<file path="src/rtl/arbitro_rr.sv">
// arbitro_rr: 4-way round-robin bus arbiter with registered outputs; optional hold timeout via ARBITRO_RR_TIMEOUT_EN
module arbitro_rr #(
  parameter int MAX_HOLD = 8
) (
  input  logic       clk,
  input  logic       rst,
  input  logic [3:0] req,
  output logic [3:0] grant,
  output logic [1:0] grant_num,
  output logic       available,
  output logic       preempt
);
  typedef enum logic [1:0] {IDLE, OWN, PREEMPT} state_t;
  state_t state, state_n;
  logic [3:0] grant_n;
  logic [1:0] grant_num_n, last, last_n, win;
  logic available_n, preempt_n, keep;
`ifdef ARBITRO_RR_TIMEOUT_EN
  logic [3:0] hold_cnt, hold_n;
`endif
  if (MAX_HOLD < 2 || MAX_HOLD > 15) begin : g_bad_hold
    $error("MAX_HOLD must be 2..15");
  end
  always_comb begin
    win = last;
    for (int k = 4; k >= 1; k--) if (req[last + 2'(k)]) win = last + 2'(k);
  end
  assign keep = (state == OWN) && req[grant_num];
  always_comb begin
    state_n = state;
    grant_n = grant;
    grant_num_n = grant_num;
    last_n = last;
    available_n = 1'b0;
    preempt_n = 1'b0;
`ifdef ARBITRO_RR_TIMEOUT_EN
    hold_n = hold_cnt;
`endif
    if (!keep) begin
      if (req == 4'b0) begin
        state_n = IDLE;
        grant_n = 4'b0;
        grant_num_n = 2'd0;
        available_n = 1'b1;
      end else begin
        state_n = OWN;
        grant_n = 4'b1 << win;
        grant_num_n = win;
        last_n = win;
`ifdef ARBITRO_RR_TIMEOUT_EN
        hold_n = 4'd1;
`endif
      end
    end
`ifdef ARBITRO_RR_TIMEOUT_EN
    else if (hold_cnt == 4'(MAX_HOLD) && |(req & ~grant)) begin
      state_n = PREEMPT;
      grant_n = 4'b0;
      grant_num_n = 2'd0;
      preempt_n = 1'b1;
    end else hold_n = (hold_cnt == 4'(MAX_HOLD)) ? hold_cnt : hold_cnt + 4'd1;
`endif
  end
  always_ff @(posedge clk) begin
    if (rst) begin
      state <= IDLE;
      grant <= 4'b0;
      grant_num <= 2'd0;
      available <= 1'b1;
      preempt <= 1'b0;
      last <= 2'd3;
`ifdef ARBITRO_RR_TIMEOUT_EN
      hold_cnt <= 4'd0;
`endif
    end else begin
      state <= state_n;
      grant <= grant_n;
      grant_num <= grant_num_n;
      available <= available_n;
      preempt <= preempt_n;
      last <= last_n;
`ifdef ARBITRO_RR_TIMEOUT_EN
      hold_cnt <= hold_n;
`endif
    end
  end
endmodule

</file>
<file path="config.mk">
export PLATFORM = sky130hd
export DESIGN_NAME = arbitro_rr
export DESIGN_NICKNAME = d
export VERILOG_FILES = /design/src/rtl/arbitro_rr.sv
export SDC_FILE = /design/constraint.sdc
export NUM_CORES = 1
export LEC_CHECK = 0
export CAP_MARGIN = 20
export CORE_MARGIN = 2
export CORE_UTILIZATION = 40
export DETAILED_ROUTE_END_ITERATION = 10
export PLACE_DENSITY = 0.68
export SYNTH_ARGS = -nofsm -noshare
export SYNTH_HDL_FRONTEND = slang
export SYNTH_SLANG_ARGS = --single-unit
export TNS_END_PERCENT = 20
</file>
<file path="constraint.sdc">
create_clock -name clk -period 1.9 [get_ports clk]
set_input_delay 0.19 -clock clk [delete_from_list [all_inputs] [get_ports clk]]
set_output_delay 0.19 -clock clk [all_outputs]
set_load 0.03 [all_outputs]
</file>
==> results.cfg <==
[outcome]
status = finished clean

[power_and_ir_drop]
peakVddDrop_v = 0.0003916
p_per_area_mw_per_mm2 = 843.1
p_leak_nw = 0.2871
power_mw = 0.5897

[placement]
place_congestion = 0.9102
dp_hpwl_um = 805.5
post_dp_cell_area_um2 = 676.9
io_buffers = 12

[synthesis]
ys_warn_count = 0
synth-edff-count = 0
synth_top_cell_by_area = dfxtp_1
yosys-top-cells-count = dfxtp_1, nand2_1, nor2_1
yosysUniqueCellTypes = 29
avgSynthCellArea_um2 = 8.228
syn_area_um2 = 543.0
synth-seq-cells = 10
synth_area_leaders = dfxtp_1, nand2_1, nor2_1
syn_inst = 66
synth_ff_type = dfxtp_1
synth_top_area_frac = 0.3687
synth_most_common_cell = dfxtp_1
synth_nets = 72
yosysSeqAreaShare = 0.3687
async_reset_ff_frac = 0

[setup_path]
path_max_fanout = 4
cpPeakStageDelay_ns = 0.70
critPathRequiredTime_ns = 1.71
start_kind = register
crit_cells = 1
cpLargestDelayFamily = buffers and inverters
worst_ep_arrival_time_ns = 1.38
end_kind = output pin
slowest_stage = clkdlybuf4s50_1
path_class = reg2out
rrSetupSlack_ns = 0.34
worst-path-buf-inv = 1
crit_chain = clkdlybuf4s50_1
reg2regPathDepth = 5

[clock_tree]
post_cts_buffers = 0
cts-resized-gates = 0
cts_sinks = 10
insertion_delay_ns = 0.26
cts_hold_buffers = 0
cts_tree = yes
htree_num_levels = 1
clock_path_buffers = 2
clockRootBuffer = clkbuf_4
clk_pin_slew_worst_paths_ns = 0.06
cts_buffers = 3

[hold_path]
hold_class = reg2reg
holdPathStages = 2

[sta]
finalCritPeriodShare = 0.8265
min_period_ns = 1.570
whs_ns = 0.4563
rsz0062_at_grt = false
hold_violations = 0
fmax_ghz = 0.6368
fin_setup_tns_ns = 0
slew_viol_final = 0
clock_skew_ns = 0.0002281
setup_viol = 0

[final_layout]
final_util = 0.5443
nets = 88
finish.instance_area_um2 = 699.4
multi_input_area_um2 = 311.5
nFillCells = 131
register_area_um2 = 200.2
area_growth_pct = 28.80
drive_gt1_frac = 0.1375
antenna-diode-count = 0

[floorplan]
pin_count = 14
die-area_mm2 = 0.001668
core_mm2 = 0.001285
die_width_um = 40.85
die_h_um = 40.85
start_util = 0.4226
num_rows = 13

[route]
via_per_inst = 5.326
dr.pass1.iters = 4
routedWlPerCell_um = 11.54
ant_nets = 0
wl_um = 1096
drc = 0
via_count = 506
drtIter0Drc = 18

[global_route]
grt_max_degree = 10
grt_use_total = 0.1620
overflow = 0
antenna_found_initial = 0
grt_first_pass_wirelength_um = 1745
grt_pass1_vias = 410

[job]
maxCapViolations = 0
worst min-delay path: stages (launching register included):
cell and delay, ns:
dfxtp_1 0.31, nand2_1 0.05, a21oi_1 0.05
sequential cells by signal, summed over array words and instances (netlist names):
name	count
state	1
available	1
grant	4
last	2
grant_num	2
power breakdown:
group / leakage [nW] / switching (mW) / internal [mW]
logic: 0.190 / 0.106 / 0.0906
clock network: 0.0138 / 0.0637 / 0.0727
registers: 0.0829 / 0.0232 / 0.233
placed cells by master, fill, tap and decap left out, types with 2 or more instances in the layout:
cell type | synthesis | final
clkdlybuf4s50_1 | 0 | 12
and2b_2 | 2 | 2
nand2_1 | 9 | 9
nand3_1 | 2 | 2
a21oi_1 | 5 | 5
dfxtp_1 | 10 | 10
nor2_1 | 9 | 9
inv_1 | 3 | 3
o21ai_0 | 3 | 3
buf_4 | 2 | 2
clkbuf_4 | 0 | 3
and2b_1 | 2 | 2
layer usage:
| layer | track usage | wire, µm |
|---|---|---|
| met5 | 0 | 0 |
| met4 | 0.06667 | 0 |
| met3 | 0.08696 | 59 |
| met2 | 0.2305 | 503 |
| met1 | 0.2000 | 533 |
path summary, 6_finish.rpt:
path,startpoint,to
max,grant_num[0],grant_num[0]
min,grant[2],grant[2]
max reg2reg,grant_num[0],last[1]
min reg2reg,grant[2],grant[2]
through the flow:
step	setup WS, ns	instances
floorplan	0.2585	66
global placement	0.1286	92
detailed placement	0.09807	92
CTS	0.3081	95
global route	0.2571	95
finish	0.3296	95
area by class of cell:
class                           instances  area share
Sequential cell                        10      0.2862
Clock buffer                            3     0.03220
Timing Repair Buffer                   14      0.1932
Tap cell                               15     0.02683
Inverter                                3     0.01610
Multi-Input combinational cell         50      0.4454
cell families (layout without fill, tap and decap cells):
logic type,Yosys count,after routing,synth area share
buf+inv,6,20,0.05759
other cells,1,1,0.006906
flops,10,10,0.3687
simple gates,30,30,0.2719
mux,2,2,0.04608
compound gates,17,17,0.2489
No activity file was read; power rests on OpenSTA's default activity.
